File: src/rtl/calc_pkg.sv
// Shared calculator datapath constants: default result width, history depth
// and the matching history pointer width. Used by the ALU, display and
// result-history blocks.
package calc_pkg;

    localparam int CALC_WIDTH = 5;
    localparam int CALC_DEPTH = 8;
    localparam int CALC_PTR_W = $clog2(CALC_DEPTH);

endpackage : calc_pkg

File: src/rtl/calc_hist_mem.sv
// History storage for calc_result_history: DEPTH x WIDTH array with one
// synchronous write port and one asynchronous read port. Contents are not
// reset; the owner masks reads with its valid-entry count.
module calc_hist_mem
    import calc_pkg::*;
#(
    parameter int WIDTH  = CALC_WIDTH,
    parameter int DEPTH  = CALC_DEPTH,
    parameter int ADDR_W = CALC_PTR_W
) (
    input  logic              clk,
    input  logic              we,
    input  logic [ADDR_W-1:0] waddr,
    input  logic [WIDTH-1:0]  wdata,
    input  logic [ADDR_W-1:0] raddr,
    output logic [WIDTH-1:0]  rdata
);

    logic [WIDTH-1:0] mem [DEPTH];

    // Write the addressed entry on a load
    always_ff @(posedge clk) begin
        if (we) begin
            mem[waddr] <= wdata;
        end
    end

    assign rdata = mem[raddr];

endmodule : calc_hist_mem

File: src/rtl/calc_result_history.sv
// Result register with recall history. q holds the latest loaded result;
// every load is also pushed into a circular history of DEPTH entries that
// can be stepped through with recall_prev / recall_next.
// Optional feature macro: CALC_HIST_OVF_EN builds the sticky overflow flag
// (set on a load while full); without it, overflow is tied to 0.
module calc_result_history
    import calc_pkg::*;
#(
    parameter int WIDTH = CALC_WIDTH,
    parameter int DEPTH = CALC_DEPTH
) (
    input  logic                       clk,
    input  logic                       rst_n,
    input  logic                       enable,
    input  logic [WIDTH-1:0]           data,
    input  logic                       recall_prev,
    input  logic                       recall_next,
    input  logic                       clear,
    output logic [WIDTH-1:0]           q,
    output logic [WIDTH-1:0]           recall_q,
    output logic                       recall_valid,
    output logic [$clog2(DEPTH+1)-1:0] count,
    output logic                       full,
    output logic                       overflow
);

    localparam int PTR_W = $clog2(DEPTH);
    localparam int CNT_W = $clog2(DEPTH+1);

    logic [WIDTH-1:0] q_reg;
    logic [PTR_W-1:0] wr_ptr_reg, wr_ptr_next;
    logic [CNT_W-1:0] count_reg, count_next;
    logic [PTR_W-1:0] offset_reg, offset_next;
    logic [PTR_W-1:0] rd_addr;
    logic [WIDTH-1:0] rd_data;
    logic             mem_we;

    // Latest result: loads on enable regardless of clear
    always_ff @(posedge clk) begin
        if (!rst_n) begin
            q_reg <= '0;
        end else if (enable) begin
            q_reg <= data;
        end
    end

    // History pointer/count/offset next state: clear > load > recall step
    always_comb begin
        wr_ptr_next = wr_ptr_reg;
        count_next  = count_reg;
        offset_next = offset_reg;
        if (clear) begin
            wr_ptr_next = '0;
            count_next  = '0;
            offset_next = '0;
        end else if (enable) begin
            wr_ptr_next = (wr_ptr_reg == PTR_W'(DEPTH-1)) ? '0 : wr_ptr_reg + PTR_W'(1);
            if (count_reg != CNT_W'(DEPTH)) begin
                count_next = count_reg + CNT_W'(1);
            end
            offset_next = '0;
        end else if (recall_prev && !recall_next) begin
            // Step older only while an older valid entry exists
            if ((CNT_W'(offset_reg) + CNT_W'(1)) < count_reg) begin
                offset_next = offset_reg + PTR_W'(1);
            end
        end else if (recall_next && !recall_prev) begin
            if (offset_reg != '0) begin
                offset_next = offset_reg - PTR_W'(1);
            end
        end
    end

    // History state registers
    always_ff @(posedge clk) begin
        if (!rst_n) begin
            wr_ptr_reg <= '0;
            count_reg  <= '0;
            offset_reg <= '0;
        end else begin
            wr_ptr_reg <= wr_ptr_next;
            count_reg  <= count_next;
            offset_reg <= offset_next;
        end
    end

    // A clear wins over the push, so the entry is not recorded
    assign mem_we  = enable && !clear;
    // Newest entry sits just behind the write pointer; wraps modulo DEPTH
    assign rd_addr = wr_ptr_reg - PTR_W'(1) - offset_reg;

    calc_hist_mem #(
        .WIDTH  (WIDTH),
        .DEPTH  (DEPTH),
        .ADDR_W (PTR_W)
    ) u_mem (
        .clk   (clk),
        .we    (mem_we),
        .waddr (wr_ptr_reg),
        .wdata (data),
        .raddr (rd_addr),
        .rdata (rd_data)
    );

    assign q            = q_reg;
    assign count        = count_reg;
    assign full         = (count_reg == CNT_W'(DEPTH));
    assign recall_valid = (count_reg != '0);
    // Unreset memory is never visible: gate reads by the valid count
    assign recall_q     = recall_valid ? rd_data : '0;

`ifdef CALC_HIST_OVF_EN
    logic ovf_reg;

    // Sticky overwrite flag; clear beats a same-cycle set
    always_ff @(posedge clk) begin
        if (!rst_n) begin
            ovf_reg <= 1'b0;
        end else if (clear) begin
            ovf_reg <= 1'b0;
        end else if (enable && full) begin
            ovf_reg <= 1'b1;
        end
    end

    assign overflow = ovf_reg;
`else
    assign overflow = 1'b0;
`endif

endmodule : calc_result_history

File: config.mk
export PLATFORM = sky130hd
export DESIGN_NAME = calc_result_history
export DESIGN_NICKNAME = d
export VERILOG_FILES = /design/src/rtl/calc_pkg.sv /design/src/rtl/calc_hist_mem.sv /design/src/rtl/calc_result_history.sv
export SDC_FILE = /design/constraint.sdc
export NUM_CORES = 1
export LEC_CHECK = 0
export ABC_AREA = 1
export ABC_CLOCK_PERIOD_IN_PS = 1900
export BUFFER_PORTS_ARGS = -buffer_cell sky130_fd_sc_hd__buf_2
export CAP_MARGIN = 0
export CORE_MARGIN = 1.5
export CORE_UTILIZATION = 35
export DETAILED_ROUTE_END_ITERATION = 8
export GPL_ROUTABILITY_DRIVEN = 0
export PLACE_DENSITY = 0.62
export RECOVER_POWER = 50
export SYNTH_ARGS = -nofsm -noshare
export SYNTH_HDL_FRONTEND = slang
export SYNTH_SLANG_ARGS = --single-unit
File: constraint.sdc
create_clock -name clk -period 1.9 [get_ports clk]
set_clock_uncertainty 0.2 [all_clocks]
set_input_delay 0.095 -clock clk [delete_from_list [all_inputs] [get_ports clk]]
set_output_delay 0.095 -clock clk [all_outputs]
set_load 0.05 [all_outputs]
==> flow_summary.yaml <==
run_status:
  outcome: "complete, but fails checks"
  violations: "setup timing"
logic_synthesis:
  ys_seq_area_share_pct: 58.91
  synthesis.area_um2: 2549
  yosys.area.top_type_share_pct: 47.13
  synth_top_area_cell: "edfxtp_1"
  synthTopCellsByCount: "nor2_1, edfxtp_1, nand2_1, o21ai_0, inv_1"
  synth_top_flop_cell: "edfxtp_1"
  syn_nets: 282
  syn_inst: 258
  synthTopCellsByArea: "edfxtp_1, dfxtp_1, nor2_1, o21ai_0, ha_1"
  async_reset_ff_share_pct: 0
  ys_types: 25
  postSynthAreaPerCell_um2: 9.879
  synth_most_common_cell: "nor2_1"
  ys_ff_latch: 55
  synth_edf_count: 40
  synth_warnings: 0
floorplan:
  placementRows: 30
  die-area_um2: 7803
  die_h_um: 88.34
  start_util_pct: 36.90
  core_area_um2: 6907
  pin_count: 28
  die_w_um: 88.34
worst_setup_path:
  r2r_end: "offset_reg[0]$_SDFFE_PP0P_"
  critPathCaptureType: "output pin"
  r2r_slack_ps: -210
  r2r_cells: 14
  required_ps: 1600
  r2r-start: "offset_reg[0]$_SDFFE_PP0P_"
  path_class: "flop to output pin"
  start_kind: "flop"
  cp_data_arrival_time_ps: 2250
  path_max_fanout: 6
clock_tree:
  clkLatencyLatePin_ps: 310
  root_buffer: "clkbuf_8"
  cts_sinks: 55
  cts_buffer_depth: 2
  clk_pin_slew_worst_paths_ps: 100
  numCtsBuffers: 5
  h-tree-depth: 2
  tritoncts: "built"
grt:
  grtUsageTotal_pct: 15.24
  first_global_vias: 1839
  antenna_found_initial: 0
  grt_first_pass_wirelength_um: 8825
  grt_max_degree: 18
  gr-total-overflow: 0
sta:
  final_hold_viol_count: 0
  rsz0062_at_grt: "true"
  timing.fmax_ghz: 0.3932
  setup_viol: 9
  min_period_over_period_pct: 133.9
  worst_slack_ps: -643.5
  worstMarginPinSlew_ps: 614.4
  slew_headroom_pct: 59.22
  period_needed_ps: 2543
  drv_slew: 0
flow_run:
  maxCapViolations: 0
final_layout:
  postLayoutCoreUtil_pct: 48.24
  area_delta_synth_final_pct: 30.73
  fillers: 649
  largest_reg_flops: 40
  n_antenna_cell: 0
  drive_gt1_share_pct: 25.87
  nets: 340
power:
  power_density_nw_per_um2: 692.7
  leakagePower_nw: 1.232
  finalPower_w: 0.002308
  ir_worst_vdd_mv: 0.2795
placed_design:
  place.port_buffers: 26
  dp_hpwl_um: 4026
drt:
  vias: 1920
  viasPerCell: 4.649
  dr.pass1.iters: 4
  routed_wl_um: 5515
  drtIter0Drc: 133
  drtAntennaViolNets: 0
  drcViolationCount: 0
  post_drt_wl_per_cell_um: 13.35
min_path:
  whs_endpoint: "offset_reg[1]$_SDFFE_PP0P_"
  min_path_cells: 5
  worstHoldStart: "recall_prev"
  hold_path_class: "input pin to flop"
## cells in the final DEF (no fill, tap or decap), types with 2 or more instances in the layout
cell type,netlist,routed
dfxtp_1,15,10
ha_4,0,4
clkbuf_8,0,5
ha_1,11,7
o22a_1,4,4
nor2_1,51,44
o21ai_2,0,2
buf_4,1,18
buf_2,4,6
nand2_2,0,7
buf_6,1,7
a21oi_1,9,6
o21ai_1,2,7
clkbuf_1,0,16
dfxtp_4,0,3
dlygate4sd3_1,0,10
nand3_1,8,4
a21oi_2,0,3
xor2_1,3,3
inv_2,2,3
nand2_1,36,28
clkinvlp_4,0,2
o22ai_1,5,5
nor2_4,1,7
nor3_1,2,2
nand3_2,0,4
o21ai_0,29,22
dfxtp_2,0,2
inv_1,25,22
nor2_2,1,2
edfxtp_1,40,40
nand4_1,2,2
## report_power, final
part / switching, W / internal, W / total (W)
Sequential: 0.00000994 / 0.00130 / 0.00131
Clock: 0.000386 / 0.000258 / 0.000644
Combinational: 0.000231 / 0.000121 / 0.000352
Total: 0.000628 / 0.00168 / 0.00231
## layer usage
metal  wire length (um)  vias up  GRT usage (%)
li1                   -      985              -
met2               2766       24          26.93
met3                191        5          3.451
met1               2495      906          18.74
met4                 61        0          4.261
met5                  0        -              0
## per-stage QoR
stage	setup TNS [ps]	std cells	area (um^2)	hold WS (ps)	setup WS, ps
detailed placement	-2675	391	2990	186.4	-530.7
global route	-6090	413	3332	141.4	-778.0
finish	-3740	413	3332	98.62	-643.5
global placement	-2416	391	2990	183.3	-482.3
floorplan	-1543	258	2643	-6.131	-314.0
CTS	-3345	412	3304	57.69	-647.4
## how the worst max path moves through the flow
stage	from	to	slack, ps	cells past startpoint
2_1_floorplan	offset_reg[0]$_SDFFE_PP0P_	recall_q[2]	-310	9
5_1_grt	offset_reg[0]$_SDFFE_PP0P_	recall_q[2]	-780	10
3_3_place_gp	offset_reg[0]$_SDFFE_PP0P_	recall_q[4]	-480	9
3_5_place_dp	offset_reg[0]$_SDFFE_PP0P_	recall_q[3]	-530	10
4_1_cts	offset_reg[0]$_SDFFE_PP0P_	recall_q[2]	-650	10
6_report	offset_reg[0]$_SDFFE_PP0P_	recall_q[2]	-640	10
## critical path, cell delays in order, from the launching register on
cell and delay, ps:
dfxtp_4 370, inv_4 40, ha_4 150, fa_2 600, buf_6 130, o21ai_2 60, o22a_1 220, nand2_1 70
nand2_2 60, nor2_4 100, buf_8 150
## cells by family (layout without fill, tap and decap cells)
logic type                 after synthesis  count (layout)  synth area share (%)
adders and majority gates               13              13                 6.971
xor gates and xnor gates                 4               4                 1.669
and+or+nand+nor                        101             101                 15.95
AOI/OAI and AO/OA                       49              49                 10.46
buffers and inverters                   35              94                 5.891
DFF                                     55              55                 58.91
other                                    1               1                0.1471
## repair_timing
item / 4_1_cts / 5_1_grt
setup endpoints to repair: 8 / 8
setup buffers: 3 / 1
hold buffers: 10 / 0
gates resized for setup: 31 / 11
pin swaps: 11 / 6
hold endpoints to repair: 53 / 0
## final cells by class
| type | count | area (um^2) | share of cell area, % |
|---|---|---|---|
| Sequential cell | 55 | 1515 | 45.47 |
| Multi-Input combinational cell | 168 | 1061 | 31.84 |
| Timing Repair Buffer | 59 | 439.2 | 13.18 |
| Tap cell | 96 | 120.1 | 3.605 |
| Inverter | 27 | 107.6 | 3.229 |
| Clock buffer | 5 | 68.82 | 2.065 |
| Clock inverter | 3 | 20.02 | 0.6008 |
Note: power is estimated with default switching activity, not from simulation.
